<file path="config.mk">
export PLATFORM = sky130hd
export DESIGN_NAME = alu_share_ctrl
export DESIGN_NICKNAME = d
export VERILOG_FILES = /design/src/rtl/alu_share_ctrl_pkg.sv /design/src/rtl/alu_share_ctrl_rr_arbiter.sv /design/src/rtl/alu_share_ctrl.sv
export SDC_FILE = /design/constraint.sdc
export NUM_CORES = 1
export LEC_CHECK = 0
export BUFFER_PORTS_ARGS = -buffer_cell sky130_fd_sc_hd__clkbuf_2
export CAP_MARGIN = 20
export CORE_ASPECT_RATIO = 0.9
export CORE_MARGIN = 5
export CORE_UTILIZATION = 43
export DETAILED_ROUTE_END_ITERATION = 16
export GPL_TIMING_DRIVEN = 1
export PLACE_DENSITY = 0.8
export SYNTH_ARGS = -nofsm -noshare
export SYNTH_HDL_FRONTEND = slang
export SYNTH_SLANG_ARGS = --single-unit
</file>
<file path="constraint.sdc">
create_clock -name clk -period 3.3 [get_ports clk]
set_input_delay 0.165 -clock clk [delete_from_list [all_inputs] [get_ports clk]]
set_output_delay 0.165 -clock clk [all_outputs]
set_load 0.01 [all_outputs]
</file>
<file path="src/rtl/alu_share_ctrl_pkg.sv">
// Shared definitions for the ALU sharing controller: operand width, ALU opcode
// encodings, controller FSM states and a grant-index width helper.
package alu_share_ctrl_pkg;

  localparam int REG_LEN = 32;
  localparam int ALU_OPW = 4;

  // ALU opcodes, RISC-V funct7[5]/funct3 style encoding
  localparam logic [ALU_OPW-1:0] ALU_ADD  = 4'b0000;
  localparam logic [ALU_OPW-1:0] ALU_SLL  = 4'b0001;
  localparam logic [ALU_OPW-1:0] ALU_SLT  = 4'b0010;
  localparam logic [ALU_OPW-1:0] ALU_SLTU = 4'b0011;
  localparam logic [ALU_OPW-1:0] ALU_XOR  = 4'b0100;
  localparam logic [ALU_OPW-1:0] ALU_SRL  = 4'b0101;
  localparam logic [ALU_OPW-1:0] ALU_OR   = 4'b0110;
  localparam logic [ALU_OPW-1:0] ALU_AND  = 4'b0111;
  localparam logic [ALU_OPW-1:0] ALU_SUB  = 4'b1000;
  localparam logic [ALU_OPW-1:0] ALU_SRA  = 4'b1101;

  typedef enum logic [1:0] {
    ST_IDLE = 2'd0,
    ST_EXEC = 2'd1,
    ST_RESP = 2'd2
  } state_e;

  // Grant index width; a single-bit index is kept even for one requester.
  function automatic int grant_width(input int n);
    return (n < 2) ? 1 : $clog2(n);
  endfunction

endpackage

</file>
<file path="src/rtl/alu_share_ctrl_rr_arbiter.sv">
// Combinational round-robin pick: first asserted request at or above ptr,
// wrapping to the lowest index. Reusable by any shared resource.
module rr_arbiter #(
  parameter int N  = 2,
  parameter int GW = 1
) (
  input  logic [N-1:0]  req,
  input  logic [GW-1:0] ptr,
  output logic [GW-1:0] grant,
  output logic          any_req
);

  logic          found_hi;
  logic          found_lo;
  logic [GW-1:0] grant_hi;
  logic [GW-1:0] grant_lo;

  // Two upward scans: one restricted to indices >= ptr, one over everything.
  // The restricted hit has priority; otherwise the wrapped lowest hit wins.
  always_comb begin
    found_hi = 1'b0;
    found_lo = 1'b0;
    grant_hi = '0;
    grant_lo = '0;
    for (int i = 0; i < N; i++) begin
      if (req[i] && !found_hi && (i >= int'(ptr))) begin
        found_hi = 1'b1;
        grant_hi = GW'(i);
      end
      if (req[i] && !found_lo) begin
        found_lo = 1'b1;
        grant_lo = GW'(i);
      end
    end
  end

  assign grant   = found_hi ? grant_hi : grant_lo;
  assign any_req = found_lo;

endmodule

</file>
<file path="src/rtl/alu_share_ctrl.sv">
// Shares one combinational ALU between NUM_REQ requesters: round-robin grant,
// registered ALU operands, captured result returned over a per-requester response.
module alu_share_ctrl
  import alu_share_ctrl_pkg::*;
#(
  parameter int NUM_REQ = 2,
  parameter int XLEN    = REG_LEN,
  parameter int OPW     = ALU_OPW
) (
  input  logic                    clk,
  input  logic                    rst,
  input  logic [NUM_REQ-1:0]      req_valid,
  output logic [NUM_REQ-1:0]      req_ready,
  input  logic [NUM_REQ*XLEN-1:0] req_in1,
  input  logic [NUM_REQ*XLEN-1:0] req_in2,
  input  logic [NUM_REQ*OPW-1:0]  req_op,
  output logic [NUM_REQ-1:0]      rsp_valid,
  input  logic [NUM_REQ-1:0]      rsp_ready,
  output logic [XLEN-1:0]         rsp_data,
  output logic [XLEN-1:0]         alu_in1,
  output logic [XLEN-1:0]         alu_in2,
  output logic [OPW-1:0]          alu_op,
  input  logic [XLEN-1:0]         alu_out,
  output logic                    busy,
  output state_e                  dbg_state
);

  localparam int GW = grant_width(NUM_REQ);

  // Handshakes: a transfer happens on a rising clk edge where valid and ready
  // are both high for the same requester bit. Requests: req_ready is offered
  // only in IDLE and only to the arbiter's pick. Responses: rsp_valid stays
  // high with stable rsp_data until the owner's rsp_ready is seen high.

  state_e             state_q, state_d;
  logic [GW-1:0]      rr_ptr_q, rr_ptr_d;
  logic [GW-1:0]      owner_q, owner_d;
  logic [XLEN-1:0]    alu_in1_q, alu_in1_d;
  logic [XLEN-1:0]    alu_in2_q, alu_in2_d;
  logic [OPW-1:0]     alu_op_q, alu_op_d;
  logic [XLEN-1:0]    rsp_data_q, rsp_data_d;
  logic [NUM_REQ-1:0] rsp_valid_q, rsp_valid_d;

  logic [GW-1:0]      arb_grant;
  logic               arb_any;

  rr_arbiter #(
    .N  (NUM_REQ),
    .GW (GW)
  ) u_rr_arbiter (
    .req     (req_valid),
    .ptr     (rr_ptr_q),
    .grant   (arb_grant),
    .any_req (arb_any)
  );

  always_comb begin
    state_d     = state_q;
    rr_ptr_d    = rr_ptr_q;
    owner_d     = owner_q;
    alu_in1_d   = alu_in1_q;
    alu_in2_d   = alu_in2_q;
    alu_op_d    = alu_op_q;
    rsp_data_d  = rsp_data_q;
    rsp_valid_d = rsp_valid_q;
    req_ready   = '0;

    case (state_q)
      ST_IDLE: begin
        if (arb_any) begin
          req_ready[arb_grant] = 1'b1;
          alu_in1_d = req_in1[int'(arb_grant)*XLEN +: XLEN];
          alu_in2_d = req_in2[int'(arb_grant)*XLEN +: XLEN];
          alu_op_d  = req_op[int'(arb_grant)*OPW +: OPW];
          owner_d   = arb_grant;
          rr_ptr_d  = (int'(arb_grant) == NUM_REQ - 1) ? '0 : arb_grant + GW'(1);
          state_d   = ST_EXEC;
        end
      end

      // Operands have been on the ALU inputs for a full cycle; capture its output.
      ST_EXEC: begin
        rsp_data_d           = alu_out;
        rsp_valid_d          = '0;
        rsp_valid_d[owner_q] = 1'b1;
        state_d              = ST_RESP;
      end

      ST_RESP: begin
        if (rsp_ready[owner_q]) begin
          rsp_valid_d = '0;
          state_d     = ST_IDLE;
        end
      end

      default: begin
        rsp_valid_d = '0;
        state_d     = ST_IDLE;
      end
    endcase
  end

  always_ff @(posedge clk or posedge rst) begin
    if (rst) begin
      state_q     <= ST_IDLE;
      rr_ptr_q    <= '0;
      owner_q     <= '0;
      alu_in1_q   <= '0;
      alu_in2_q   <= '0;
      alu_op_q    <= '0;
      rsp_data_q  <= '0;
      rsp_valid_q <= '0;
    end else begin
      state_q     <= state_d;
      rr_ptr_q    <= rr_ptr_d;
      owner_q     <= owner_d;
      alu_in1_q   <= alu_in1_d;
      alu_in2_q   <= alu_in2_d;
      alu_op_q    <= alu_op_d;
      rsp_data_q  <= rsp_data_d;
      rsp_valid_q <= rsp_valid_d;
    end
  end

  assign alu_in1   = alu_in1_q;
  assign alu_in2   = alu_in2_q;
  assign alu_op    = alu_op_q;
  assign rsp_data  = rsp_data_q;
  assign rsp_valid = rsp_valid_q;
  assign busy      = (state_q != ST_IDLE);
  assign dbg_state = state_q;

endmodule
</file>
==> run_results.csv, run 1 <==
group,metric,value,unit
cells_and_area,final_cell_count_no_fill,768,
logic_synthesis,synth.ff_latch_count,106,
placed_design,dp_cells,751,
die,coreArea,10300,µm²
logic_synthesis,ys_seq_area_share,57.6,%
clock_tree,cts_tree,"yes",
sta,fmax,451,MHz
power,p_per_area,961,nW/µm²
clock_tree,cts.sinks,106,
power,p_int,3.78,mW
flow_run,max-cap-violations,0,
detailed_routing,via_count,4253,
worst_setup_path,crit_path_max_incr_delay,690,ps
clock_tree,htree_levels,3,
die,ios,281,
sta,min_period,2220,ps
worst_setup_path,critical_path_class,"reg -> out",
logic_synthesis,synth.distinct_cells,31,
worst_setup_path,cp_max_fo,18,
sta,worst_pin_slew,843,ps
logic_synthesis,synth_top_area_share,57.6,%
logic_synthesis,yosysMostFrequentCell,"dfrtp_1",
sta,setup_viol,0,
power,leakage,3.43,nW
placed_design,placedInstanceArea,6030,µm²
die,rows,35,
worst_setup_path,cp_data_required_time,3130,ps
global_routing,grt_first_pass_wirelength,21900,µm
die,start_util,44.6,%
global_routing,antenna_found_initial,0,
power,max-vdd-ir-drop,423,µV
sta,setup_slack,1080,ps
detailed_routing,wl_per_cell,18.8,µm
cells_and_area,layout-drive-gt1-share,49.3,%
logic_synthesis,ys_warn_count,0,
global_routing,grt_pass1_vias,4206,
power,p_clk_share,17.4,%
sta,slew_headroom,43.6,%
logic_synthesis,synth_area_leaders,"dfrtp_1 58%, a221o_1 11%, mux2_1 7.8%, and3_1 6.9%, buf_6 2.4%",
run_status,outcome,"complete, no violations",
sta,hold_viol,0,
logic_synthesis,syn_nets,541,
power,switchingPower,2.34,mW
placed_design,port_buffers,280,
cells_and_area,stdcell_area,6370,µm²
detailed_routing,antenna_left,0,
worst_setup_path,critPathSlowestCell,"nor3_4",
logic_synthesis,synth_edf_count,0,
sta,rsz0062_at_grt,"no",
sta,fin_crit_sh,67.2,%
power,switching_share,38.2,%
global_routing,grt_max_degree,95,
sta,setup_tns,0,ps
worst_setup_path,cp-start-kind,"register",
logic_synthesis,synth_largest_area_cell,"dfrtp_1",
clock_tree,cts_buffers,9,
die,die_h,108,µm
die,die_x,119,µm
global_routing,track_usage,21.2,%
clock_tree,post_cts_buffers,0,
worst_setup_path,crit_path_end_kind,"output port",
cells_and_area,diodes,0,
logic_synthesis,async_flop_share,100,%
power,total_power,6.12,mW
worst_setup_path,critical_path_arrival,2050,ps
placed_design,place_ws,1050,ps
placed_design,hpwl,10900,µm
worst_setup_path,crit_buf_inv,2,
clock_tree,cts-root-buf,"clkbuf_16",
placed_design,place_congestion,0.901,
logic_synthesis,synth_area,4600,µm²
detailed_routing,firstDrtPassIters,6,
sta,clock_skew,8.54,ps
power,power_frac_comb,43.9,%
clock_tree,cts.reportedPaths.clkPinSlew,70,ps
sta,slew_violations,0,
worst_setup_path,cp_top_family,"simple AND/OR/NAND/NOR gates",
detailed_routing,drt_drc_violations_left,0,
logic_synthesis,syn-mean-instance-area,12.5,µm²
clock_tree,clk_latency,340,ps
logic_synthesis,ys_top_cells_by_count,"106 x dfrtp_1, 51 x a221o_1, 51 x and3_1",
power,seqPwrFrac,38.6,%
detailed_routing,via_per_inst,5.54,
detailed_routing,routed_wl,14400,µm
detailed_routing,drtIter0Drc,295,
die,die_area,12900,µm²
logic_synthesis,synth_ff_type,"dfrtp_1",
cells_and_area,area_growth,38.3,%
logic_synthesis,synthCells,367,
worst_hold_path,hold_class,"in -> reg",
global_routing,grt-ovfl-total,0,
cells_and_area,fin_nets,809,
worst_setup_path,cp_cell_sequence,"nor2_4 -> inv_2 -> nor3_4 -> clkbuf_2",
clock_tree,clock_path_buffers,2,
## final timing paths
kind / from / endpoint / slack [ps] / depth (start not counted)
setup / recovery: dbg_state[0] / req_ready[1] / 1080 / 4
hold / removal: alu_out[27] / rsp_data[27] / 40 / 2
setup reg to reg: dbg_state[0] / alu_in1[1] / 1270 / 5
hold reg to reg: rsp_data[27] / rsp_data[27] / 490 / 1
max in group asynchronous: rst / alu_in2[7] / 2240 / 4
min in group asynchronous: rst / rsp_data[5] / 420 / 3
## per-stage QoR
stage / utilization, % / hold WS [ps]
6_report: 61.6 / 41.2
4_1_cts: 61.3 / 27.5
3_3_place_gp: 58.4 / 378
5_1_grt: 61.6 / 28.0
3_5_place_dp: 58.4 / 385
2_1_floorplan: - / 297
## final cells by class
class / count / area (µm²)
tap: 129 / 161
multi-input combinational: 221 / 1720
clock inverter: 6 / 73.8
fill: 851 / 3970
timing repair buffer: 293 / 1520
inverter: 4 / 20.0
sequential: 106 / 2650
clock buffer: 9 / 225
## power groups by stage
stage / registers, mW / clock network, mW / logic [mW]
5_1_grt: 2.44 / 1.15 / 2.93
6_report: 2.36 / 1.07 / 2.69
2_1_floorplan: 2.62 / 0 / 1.39
4_1_cts: 2.36 / 1.10 / 2.73
3_3_place_gp: 2.36 / 0 / 2.64
3_5_place_dp: 2.38 / 0 / 2.73
## repair_timing
action                                 CTS  global route
gates resized for setup                  0             0
hold buffers                             0             1
endpoints found under the hold margin    0            38
## worst register-to-register path: stages (launching register included)
cell	delay (ps)
dfrtp_1	480
nor2_4	200
inv_2	80
nor3_4	690
buf_4	340
a221o_1	180
## sequential cells by signal (all words and copies together) (netlist names)
| register | flops |
|---|---|
| alu_in1 | 32 |
| dbg_state | 2 |
| rsp_valid | 2 |
| rsp_data | 32 |
| rr_ptr_q | 1 |
| owner_q | 1 |
| alu_op | 4 |
| alu_in2 | 32 |
## per-layer routing
metal  vias to the layer above  part of all wire [%]  GRT usage [%]  wire (µm)
met5                         -                     0              0          0
li1                       1952                     -              -          -
met2                       199                    54           37.6       7720
met1                      2085                    37           26.1       5350
met4                         0                   1.3           5.38        188
met3                        17                   7.9           5.23       1140
## cells in the final DEF (no fill, tap or decap)
cell type      netlist  layout
o2bb2ai_1            2       2
and2_1               1       1
a21o_1               2       2
buf_4                3      11
dlygate4sd3_1        0       1
a21bo_1              1       1
o21ai_1              9       9
nor2_4               1       1
clkbuf_2             0     280
clkinv_4             0       2
o21ai_0              9       9
inv_4                1       2
nor3_4               1       1
nor2b_1              2       2
mux2i_1              1       1
bufinv_16            0       1
a21oi_1             17      17
nand2b_1             2       2
or2_1                1       1
nand2_1              1       1
a21boi_4             0       1
and3_1              51      51
dfrtp_1            106     106
a221o_1             51      51
mux2_1              32      32
clkbuf_16            0       9
buf_16               0       1
a211oi_1             1       1
a31oi_1             17      17
inv_2                2       2
inv_6                0       3
nand3_1             17      17
nand2_4              1       1
## cells by family (layout without fill, tap and decap cells)
family	Yosys count	count (layout)	synth area share, %
buffers and inverters	40	312	5.38
DFF	106	106	57.6
AOI/OAI and AO/OA	110	110	18.5
muxes	33	33	8.04
and+or+nand+nor	78	78	10.5
Power figures use the tool's default switching activity.
==> run 2, diff against run 1 <==
clock period = 2.3 ns   (was 3.3 ns; I/O delays follow)
==> run 2 against run 1 <==
Compared with the run above: die area is the same; via count rose by 4.5%; first-iteration DRC count fell by 1.4%; routed wire length rose by 7.9%; non-clock buffer count grew 35; largest cell class unchanged.
==> run_results.csv, run 2 (synthesized netlist as in run 1, its figures left out) <==
group,metric,value,unit
run_status,outcome,"complete, no violations",
placed_design,dp_cells,749,
placed_design,placedInstanceArea,6020,µm²
worst_setup_path,crit_path_end_kind,"output port",
worst_setup_path,r2r_slack,580,ps
sta,slew_headroom,45.2,%
worst_setup_path,cp_data_required_time,2180,ps
die,die_h,108,µm
cells_and_area,final_common_cell,"clkbuf_2",
cells_and_area,mostFrequentLayoutCells,"280 x clkbuf_2, 106 x dfrtp_1, 51 x and3_1, 51 x a221o_1, 39 x dlygate4sd3_1",
worst_setup_path,crit_buf_inv,2,
die,start_util,44.6,%
power,total_power,8.86,mW
global_routing,antenna_found_initial,0,
cells_and_area,stdcell_area,6710,µm²
clock_tree,clk_latency,330,ps
sta,fmax,481,MHz
worst_hold_path,hold_class,"in -> reg",
cells_and_area,diodes,0,
clock_tree,clock_path_buffers,2,
placed_design,place_ws,300,ps
worst_setup_path,ff2ff_path_depth,4,
cells_and_area,final_cell_count_no_fill,804,
detailed_routing,antenna_left,0,
detailed_routing,drt_drc_violations_left,0,
flow_run,max-cap-violations,0,
worst_setup_path,critical_path_arrival,1960,ps
placed_design,hpwl,11100,µm
cells_and_area,fin_util,65.0,%
global_routing,grt_first_pass_wirelength,24200,µm
clock_tree,cts.reportedPaths.clkPinSlew,70,ps
cells_and_area,nFillCells,820,
cells_and_area,multi_input_area,1710,µm²
global_routing,track_usage,23.5,%
worst_setup_path,cp-start-kind,"register",
worst_setup_path,cp_max_fo,68,
worst_setup_path,rr_endpoint,"alu_in2[0]",
cells_and_area,seqCellArea,2650,µm²
clock_tree,cts_tree,"yes",
detailed_routing,via_count,4443,
clock_tree,cts.sinks,106,
global_routing,grt_pass1_vias,4638,
die,die_area,12900,µm²
power,leakage,3.55,nW
sta,slew_violations,0,
die,ios,281,
sta,fin_crit_sh,90.4,%
detailed_routing,via_per_inst,5.53,
sta,setup_viol,0,
sta,setup_slack,222,ps
die,rows,35,
clock_tree,cts-root-buf,"clkbuf_16",
worst_setup_path,critPathSlowestCell,"buf_4",
clock_tree,post_cts_resized,0,
worst_setup_path,cp_cell_sequence,"nor2_4 -> buf_4 -> and2_1 -> clkbuf_2",
sta,worst_pin_slew,822,ps
worst_setup_path,crit_path_max_incr_delay,520,ps
clock_tree,cts_buffers,9,
worst_hold_path,holdCritStartpoint,"req_in2[42]",
placed_design,place_congestion,0.862,
power,p_per_area,1320,nW/µm²
worst_setup_path,cp_top_family,"buffers and inverters",
sta,min_period,2080,ps
clock_tree,htree_levels,3,
placed_design,port_buffers,280,
detailed_routing,drtIter0Drc,291,
cells_and_area,layout-drive-gt1-share,46.1,%
power,max-vdd-ir-drop,617,µV
sta,rsz0062_at_grt,"no",
detailed_routing,wl_per_cell,19.3,µm
cells_and_area,area_growth,45.8,%
sta,hold_viol,0,
global_routing,grt-ovfl-total,0,
cells_and_area,fin_nets,844,
die,coreArea,10300,µm²
detailed_routing,routed_wl,15500,µm
worst_hold_path,whs_path_depth,2,
sta,clock_skew,6.83,ps
sta,hold_slack,13.7,ps
global_routing,grt_max_degree,69,
detailed_routing,firstDrtPassIters,5,
die,die_x,119,µm
worst_setup_path,r2r-start,"dbg_state[0]",
sta,setup_tns,0,ps
worst_hold_path,hold_end,"alu_in2[10]",
worst_setup_path,critical_path_class,"reg -> out",
[run 2: cell count changes in the layout (fill, tap and decap cells not counted)]
| cell | delta |
|---|---|
| clkinvlp_4 | +2 |
| a21boi_4 | -1 |
| inv_6 | -3 |
| clkbuf_8 | +1 |
| buf_12 | +1 |
| dlygate4sd3_1 | +38 |
| a21boi_2 | +1 |
| clkinv_2 | +1 |
| clkinv_4 | -1 |
| buf_4 | -3 |
| inv_4 | -1 |
| buf_16 | -1 |
| clkbuf_1 | +2 |
[run 2: metal layers]
metal / track usage [%] / vias up / wire length (µm) / part of all wire [%]
met3: 5.39 / 31 / 966 / 6.2
met4: 8.35 / 0 / 384 / 2.5
met2: 42.2 / 221 / 8210 / 53
met5: 0 / - / 0 / 0
li1: - / 2026 / - / -
met1: 27.9 / 2165 / 5980 / 38
[run 2: worst max-delay path by stage]
stage	start	end	slack, ps	cells after the start
after detailed placement	req_valid[1]	alu_in2[9]	300	4
after CTS	dbg_state[0]	req_ready[0]	240	4
after floorplan	dbg_state[0]	alu_in1[21]	780	5
after global placement	req_valid[1]	alu_in2[6]	400	4
after global routing	dbg_state[0]	req_ready[0]	120	4
final	dbg_state[0]	req_ready[0]	220	4
[run 2: final cells by class]
class                      instances  share of cell area (%)
inverter                           4                   0.317
sequential                       106                    39.5
clock buffer                      12                    3.67
tap                              129                    2.40
multi-input combinational        221                    25.4
timing repair buffer             328                    27.9
clock inverter                     4                   0.764
[run 2: power breakdown]
group / internal [mW] / switching (mW)
sequential: 2.81 / 0.609
clock: 0.875 / 0.649
combinational: 1.79 / 2.13
[run 2: what timing repair did]
item                                    in CTS  in global routing
endpoints found under the hold margin       76                  4
hold buffers                                35                  4
setup buffers                                0                  0
endpoints found under the setup margin       0                  0
